File: src/rtl/serial_add_ctrl_pkg.sv
// ---------------------------------------------------------------------------
// serial_add_pkg
//
// Shared definitions for the bit-serial adder controller.
//
// Contents:
//   ST_IDLE/ST_RUN/ST_DONE : 2-bit state codes. They are kept as plain
//                            constants so older code that compares raw
//                            state bits keeps working.
//   state_t                : typed state enum built on those codes.
//   cnt_width()            : width of the bit-position counter for a given
//                            operand width.
//
// Optional build macro used by the controller: SERIAL_ADD_OVF_EN.
// ---------------------------------------------------------------------------
package serial_add_pkg;

   localparam logic [1:0] ST_IDLE = 2'd0;
   localparam logic [1:0] ST_RUN  = 2'd1;
   localparam logic [1:0] ST_DONE = 2'd2;

   typedef enum logic [1:0] {
      IDLE = ST_IDLE,
      RUN  = ST_RUN,
      DONE = ST_DONE
   } state_t;

   // One extra bit over $clog2 so that WIDTH-1 is always representable,
   // including the WIDTH=1 case where $clog2 returns 0.
   function automatic int cnt_width(input int w);
      return $clog2(w) + 1;
   endfunction

endpackage : serial_add_pkg

File: src/rtl/serial_add_ctrl_fa_cell.sv
// ---------------------------------------------------------------------------
// fa_cell
//
// Purely combinational 1-bit full adder. It is the only arithmetic element
// of the serial adder; the controller feeds it one bit position per clock.
//
// Ports:
//   a, b  : operand bits
//   ci    : carry in
//   s     : sum bit
//   co    : carry out
// ---------------------------------------------------------------------------
module fa_cell (
   input  logic a,
   input  logic b,
   input  logic ci,
   output logic s,
   output logic co
);

   logic ab_xor;

   assign ab_xor = a ^ b;
   assign s      = ab_xor ^ ci;
   // Generate when both operand bits are set, propagate the incoming carry
   // when exactly one is set.
   assign co     = (a & b) | (ab_xor & ci);

endmodule : fa_cell

File: src/rtl/serial_add_ctrl.sv
// ---------------------------------------------------------------------------
// serial_add_ctrl
//
// Bit-serial adder controller. One fa_cell is time-shared across every bit
// position of two WIDTH-bit operands, LSB first, one bit per clock. The
// result is registered and presented with a valid/ready handshake.
//
// Parameters:
//   WIDTH      : operand/result width in bits, 1..64
//
// Ports:
//   clk        : clock, rising edge
//   rst        : synchronous reset, active-high, overrides all handshakes
//   in_valid   : operand set offered
//   in_ready   : operands can be accepted (high only while idle)
//   a_in, b_in : operands, sampled only on the accepting edge
//   cin        : carry into bit 0, sampled with the operands
//   out_valid  : result available (high only while done)
//   out_ready  : consumer takes the result
//   sum        : registered WIDTH-bit sum (modulo 2^WIDTH)
//   cout       : registered carry out of the MSB
//   ovf        : registered signed overflow flag; present only when the
//                macro SERIAL_ADD_OVF_EN is defined
//
// Timing: out_valid rises exactly WIDTH clocks after the accepting edge.
// Minimum spacing between operations is WIDTH+2 clocks.
// ---------------------------------------------------------------------------
module serial_add_ctrl
   import serial_add_pkg::*;
#(
   parameter int WIDTH = 8
) (
   input  logic             clk,
   input  logic             rst,
   input  logic             in_valid,
   output logic             in_ready,
   input  logic [WIDTH-1:0] a_in,
   input  logic [WIDTH-1:0] b_in,
   input  logic             cin,
   output logic             out_valid,
   input  logic             out_ready,
   output logic [WIDTH-1:0] sum,
   output logic             cout
`ifdef SERIAL_ADD_OVF_EN
   ,
   output logic             ovf
`endif
);

   localparam int CW = cnt_width(WIDTH);

   // ------------------------------------------------------------------
   // State and datapath registers
   // ------------------------------------------------------------------
   state_t           state_reg;
   logic [WIDTH-1:0] a_reg;
   logic [WIDTH-1:0] b_reg;
   logic [WIDTH-1:0] acc_reg;
   logic [WIDTH-1:0] sum_reg;
   logic             carry_reg;
   logic             cout_reg;
   logic [CW-1:0]    cnt_reg;
`ifdef SERIAL_ADD_OVF_EN
   logic             ovf_reg;
`endif

   // ------------------------------------------------------------------
   // Combinational next values for the shifting datapath
   // ------------------------------------------------------------------
   logic             fa_s;
   logic             fa_co;
   logic [WIDTH-1:0] a_next;
   logic [WIDTH-1:0] b_next;
   logic [WIDTH-1:0] acc_next;
   logic             last_bit;
   logic             accept;
   logic             consume;

   fa_cell u_fa_cell (
      .a  (a_reg[0]),
      .b  (b_reg[0]),
      .ci (carry_reg),
      .s  (fa_s),
      .co (fa_co)
   );

   // Right shifts written bit by bit so that WIDTH=1 needs no special
   // slice: the loop is simply empty and only the MSB assignment remains.
   // The accumulator takes the fresh sum bit in at the top; after WIDTH
   // shifts bit 0 of the result has reached position 0.
   assign a_next[WIDTH-1]   = 1'b0;
   assign b_next[WIDTH-1]   = 1'b0;
   assign acc_next[WIDTH-1] = fa_s;

   generate
      for (genvar gi = 0; gi < WIDTH - 1; gi++) begin : g_shift
         assign a_next[gi]   = a_reg[gi + 1];
         assign b_next[gi]   = b_reg[gi + 1];
         assign acc_next[gi] = acc_reg[gi + 1];
      end
   endgenerate

   assign last_bit = (cnt_reg == CW'(WIDTH - 1));
   assign accept   = in_valid  && (state_reg == IDLE);
   assign consume  = out_ready && (state_reg == DONE);

   // ------------------------------------------------------------------
   // Sequencing
   // ------------------------------------------------------------------
   always_ff @(posedge clk) begin
      if (rst) begin
         state_reg <= IDLE;
         a_reg     <= '0;
         b_reg     <= '0;
         acc_reg   <= '0;
         sum_reg   <= '0;
         carry_reg <= 1'b0;
         cout_reg  <= 1'b0;
         cnt_reg   <= '0;
`ifdef SERIAL_ADD_OVF_EN
         ovf_reg   <= 1'b0;
`endif
      end else begin
         case (state_reg)
            IDLE: begin
               if (accept) begin
                  a_reg     <= a_in;
                  b_reg     <= b_in;
                  carry_reg <= cin;
                  cnt_reg   <= '0;
                  state_reg <= RUN;
               end
            end

            RUN: begin
               a_reg     <= a_next;
               b_reg     <= b_next;
               acc_reg   <= acc_next;
               carry_reg <= fa_co;
               cnt_reg   <= cnt_reg + CW'(1);
               if (last_bit) begin
                  // The MSB is being added this cycle: publish the full
                  // result straight from the shift path so it is not one
                  // clock late.
                  sum_reg   <= acc_next;
                  cout_reg  <= fa_co;
`ifdef SERIAL_ADD_OVF_EN
                  // carry_reg still holds the carry into the MSB here.
                  ovf_reg   <= carry_reg ^ fa_co;
`endif
                  state_reg <= DONE;
               end
            end

            DONE: begin
               if (consume) begin
                  state_reg <= IDLE;
               end
            end

            default: begin
               state_reg <= IDLE;
            end
         endcase
      end
   end

   // ------------------------------------------------------------------
   // Outputs
   // ------------------------------------------------------------------
   assign in_ready  = (state_reg == IDLE);
   assign out_valid = (state_reg == DONE);
   assign sum       = sum_reg;
   assign cout      = cout_reg;
`ifdef SERIAL_ADD_OVF_EN
   assign ovf       = ovf_reg;
`endif

endmodule : serial_add_ctrl

File: config.mk
export PLATFORM = sky130hd
export DESIGN_NAME = serial_add_ctrl
export DESIGN_NICKNAME = d
export VERILOG_FILES = /design/src/rtl/serial_add_ctrl_pkg.sv /design/src/rtl/serial_add_ctrl_fa_cell.sv /design/src/rtl/serial_add_ctrl.sv
export SDC_FILE = /design/constraint.sdc
export NUM_CORES = 1
export LEC_CHECK = 0
export CAP_MARGIN = 20
export CORE_UTILIZATION = 50
export CTS_BUF_LIST = sky130_fd_sc_hd__clkbuf_8 sky130_fd_sc_hd__clkbuf_16
export CTS_CLUSTER_DIAMETER = 150
export CTS_CLUSTER_SIZE = 16
export DETAILED_ROUTE_END_ITERATION = 8
export GPL_ROUTABILITY_DRIVEN = 0
export GPL_TIMING_DRIVEN = 0
export HOLD_SLACK_MARGIN = 0.06
export PLACE_DENSITY_LB_ADDON = 0.25
export SLEW_MARGIN = 20
export SYNTH_ARGS = -nofsm -noshare
export SYNTH_HDL_FRONTEND = slang
export SYNTH_SLANG_ARGS = --single-unit
File: constraint.sdc
create_clock -name clk -period 1.44 [get_ports clk]
set_input_delay 0.36 -clock clk [delete_from_list [all_inputs] [get_ports clk]]
set_output_delay 0.36 -clock clk [all_outputs]
set_load 0.01 [all_outputs]
==> run metrics <==
run status finished, violations left; failing checks setup timing; Via density 5.68; H-tree depth 2; DIE HEIGHT 59.9 um; slew margin rel. 65.4%; Most used DFF post-synth dfxtp_1; Worst Path Max Fanout 7; Synth cell types 28; clk sinks 39; routed len/inst 14.7 um; worst-margin pin slew 519 ps; RSZ-0062 raised after global routing true; fmax 667 MHz; pin count of the biggest net entering global routing 16; Rows 20; initial antenna violation count 0; static leakage 0.899 nW; CTS tree built; Die ar. 0.00359 mm2; final instance area 0.00223 mm2; count of final setup violators 2; WP data required 1080 ps; layout cells sized above 1 18.6%; share of flip-flops with an asynchronous set or reset 0%; critical path data arrival time 1140 ps; DR vias 1597; Post-Route WL 4140 um; most common cell after layout, fill and taps aside dfxtp_1; Slew Limit Fails 0; Final period util 104%; register bit total from synthesis 39; Syn Nets 215; fillers 245; post-detail-place hpwl 2660 um; EDFF count, synth 0; sequential area share after synthesis 46.6%; num ports 32; first-pass GRT wire length 6400 um; drt initial violations 108; final clock skew 9.16 ps; critical path class register to output port; # DRC 0; Layout Area Growth over Synthesis 33.2%; Detail Route Antenna Nets 0; grt ovf 0; startpoint types register; IO Port Bufs 30; Starting Density 53.6%; Synth warnings 0; Ant. Diodes 0; maximum clock path buffer count 2; VDD IR max 0.676 mV; HP Class primary input to register; worst setup slack after layout -59.1 ps; Cell Area, Placed 0.00203 mm2; total CTS buffers 5; Critical Path Sink Type output port; gr usage total 24.6%; Syn Inst Count 192; Core ar. 0.00313 mm2; commonest non-fill, non-tap cells in the layout 37 x dfxtp_1, 30 x nor2_1, 18 x nand2_1, 18 x clkdlybuf4s50_1; mean post-synth cell area 8.73 um2; clock slew seen by the registers of the worst setup and hold paths 80 ps; root buffer selected by CTS clkbuf_8; mapped cell area 0.00168 mm2; Die X 59.9 um; Cell Pwr Density 1020 mW/mm2; vias in the first global route 1421; MaxCap Viol Count 0; nets 259; Setup Total Neg Slack -78.7 ps; Skew-Pair Late Insertion Delay 290 ps; TritonRoute pass-1 iters 4; Final min period 1500 ps; Final Hold Vio Count 0
critical path: stages (launching register included):
cell	delay, ps
dfxtp_2	350
buf_8	130
buf_8	120
nor2_4	130
buf_6	120
synth_stat cells (all sizes together), types with 2 or more instances:
cell	instances	area share, %
a21oi	17	5.1
a32oi	2	1.0
clkbuf	7	1.6
o22ai	5	1.9
nand2b	2	0.75
nor2b	2	0.75
a211oi	16	7.2
buf	9	3.4
nor2	31	6.9
o2bb2ai	10	5.2
dfxtp	39	47
inv	3	0.67
nand2	18	4.0
a22oi	2	0.90
nand3	11	3.3
a21bo	9	5.4
per-stage QoR:
step	utilization, %	worst slack, ps	total power [mW]	std cells	hold WS, ps
after floorplan	-	206	1.35	192	437
after global placement	65.0	-330	1.45	266	447
after detailed placement	65.0	-368	1.46	266	463
after CTS	68.2	-80.7	2.25	273	463
after global routing	71.4	-97.1	2.38	281	476
final	71.4	-59.1	2.29	281	463
metal layers:
metal | track usage, % | vias up | wire length (um)
li1 | - | 778 | -
met1 | 30.0 | 751 | 1690
met2 | 40.2 | 60 | 2110
met3 | 9.09 | 8 | 282
met4 | 7.97 | 0 | 62
met5 | 0 | - | 0
what timing repair did:
item                                   in CTS  in global routing
buffers inserted                            0                  8
gates resized for setup                    26                 15
endpoints found under the hold margin       0                  0
setup endpoints to repair                  25                 25
gates cloned                                0                  0
hold buffers                                0                  0
pin swaps                                   0                  1
where the power goes:
part / total, mW / switching [mW] / internal [mW]
Combinational: 0.319 / 0.155 / 0.163
Sequential: 1.16 / 0.0325 / 1.13
Clock: 0.808 / 0.378 / 0.430
Total: 2.29 / 0.565 / 1.72
final cells by class:
cell class / count / area (um2) / area share (%)
Multi-Input combinational cell: 134 / 826 / 37.0
Sequential cell: 39 / 786 / 35.2
Timing Repair Buffer: 38 / 348 / 15.6
Buffer: 15 / 108 / 4.82
Clock buffer: 7 / 96.3 / 4.31
Tap cell: 44 / 55.1 / 2.46
Inverter: 3 / 11.3 / 0.504
Clock inverter: 1 / 3.75 / 0.168
final timing paths:
kind           startpoint          to  slack [ps]  cells past startpoint
max          state_reg[0]    in_ready         -60                      4
min                   rst    a_reg[7]         460                      2
max reg2reg  state_reg[0]      sum[7]         -20                      6
min reg2reg    acc_reg[3]  acc_reg[3]         470                      2
cell families after synthesis:
family	Yosys count	synth area share, %
AOI/OAI and AO/OA	65	28.7
adders and majority gates	2	1.94
buffers and inverters	19	5.60
DFF	39	46.6
muxes	1	0.597
and+or+nand+nor	66	16.6
(Power assumes the default switching activity.)
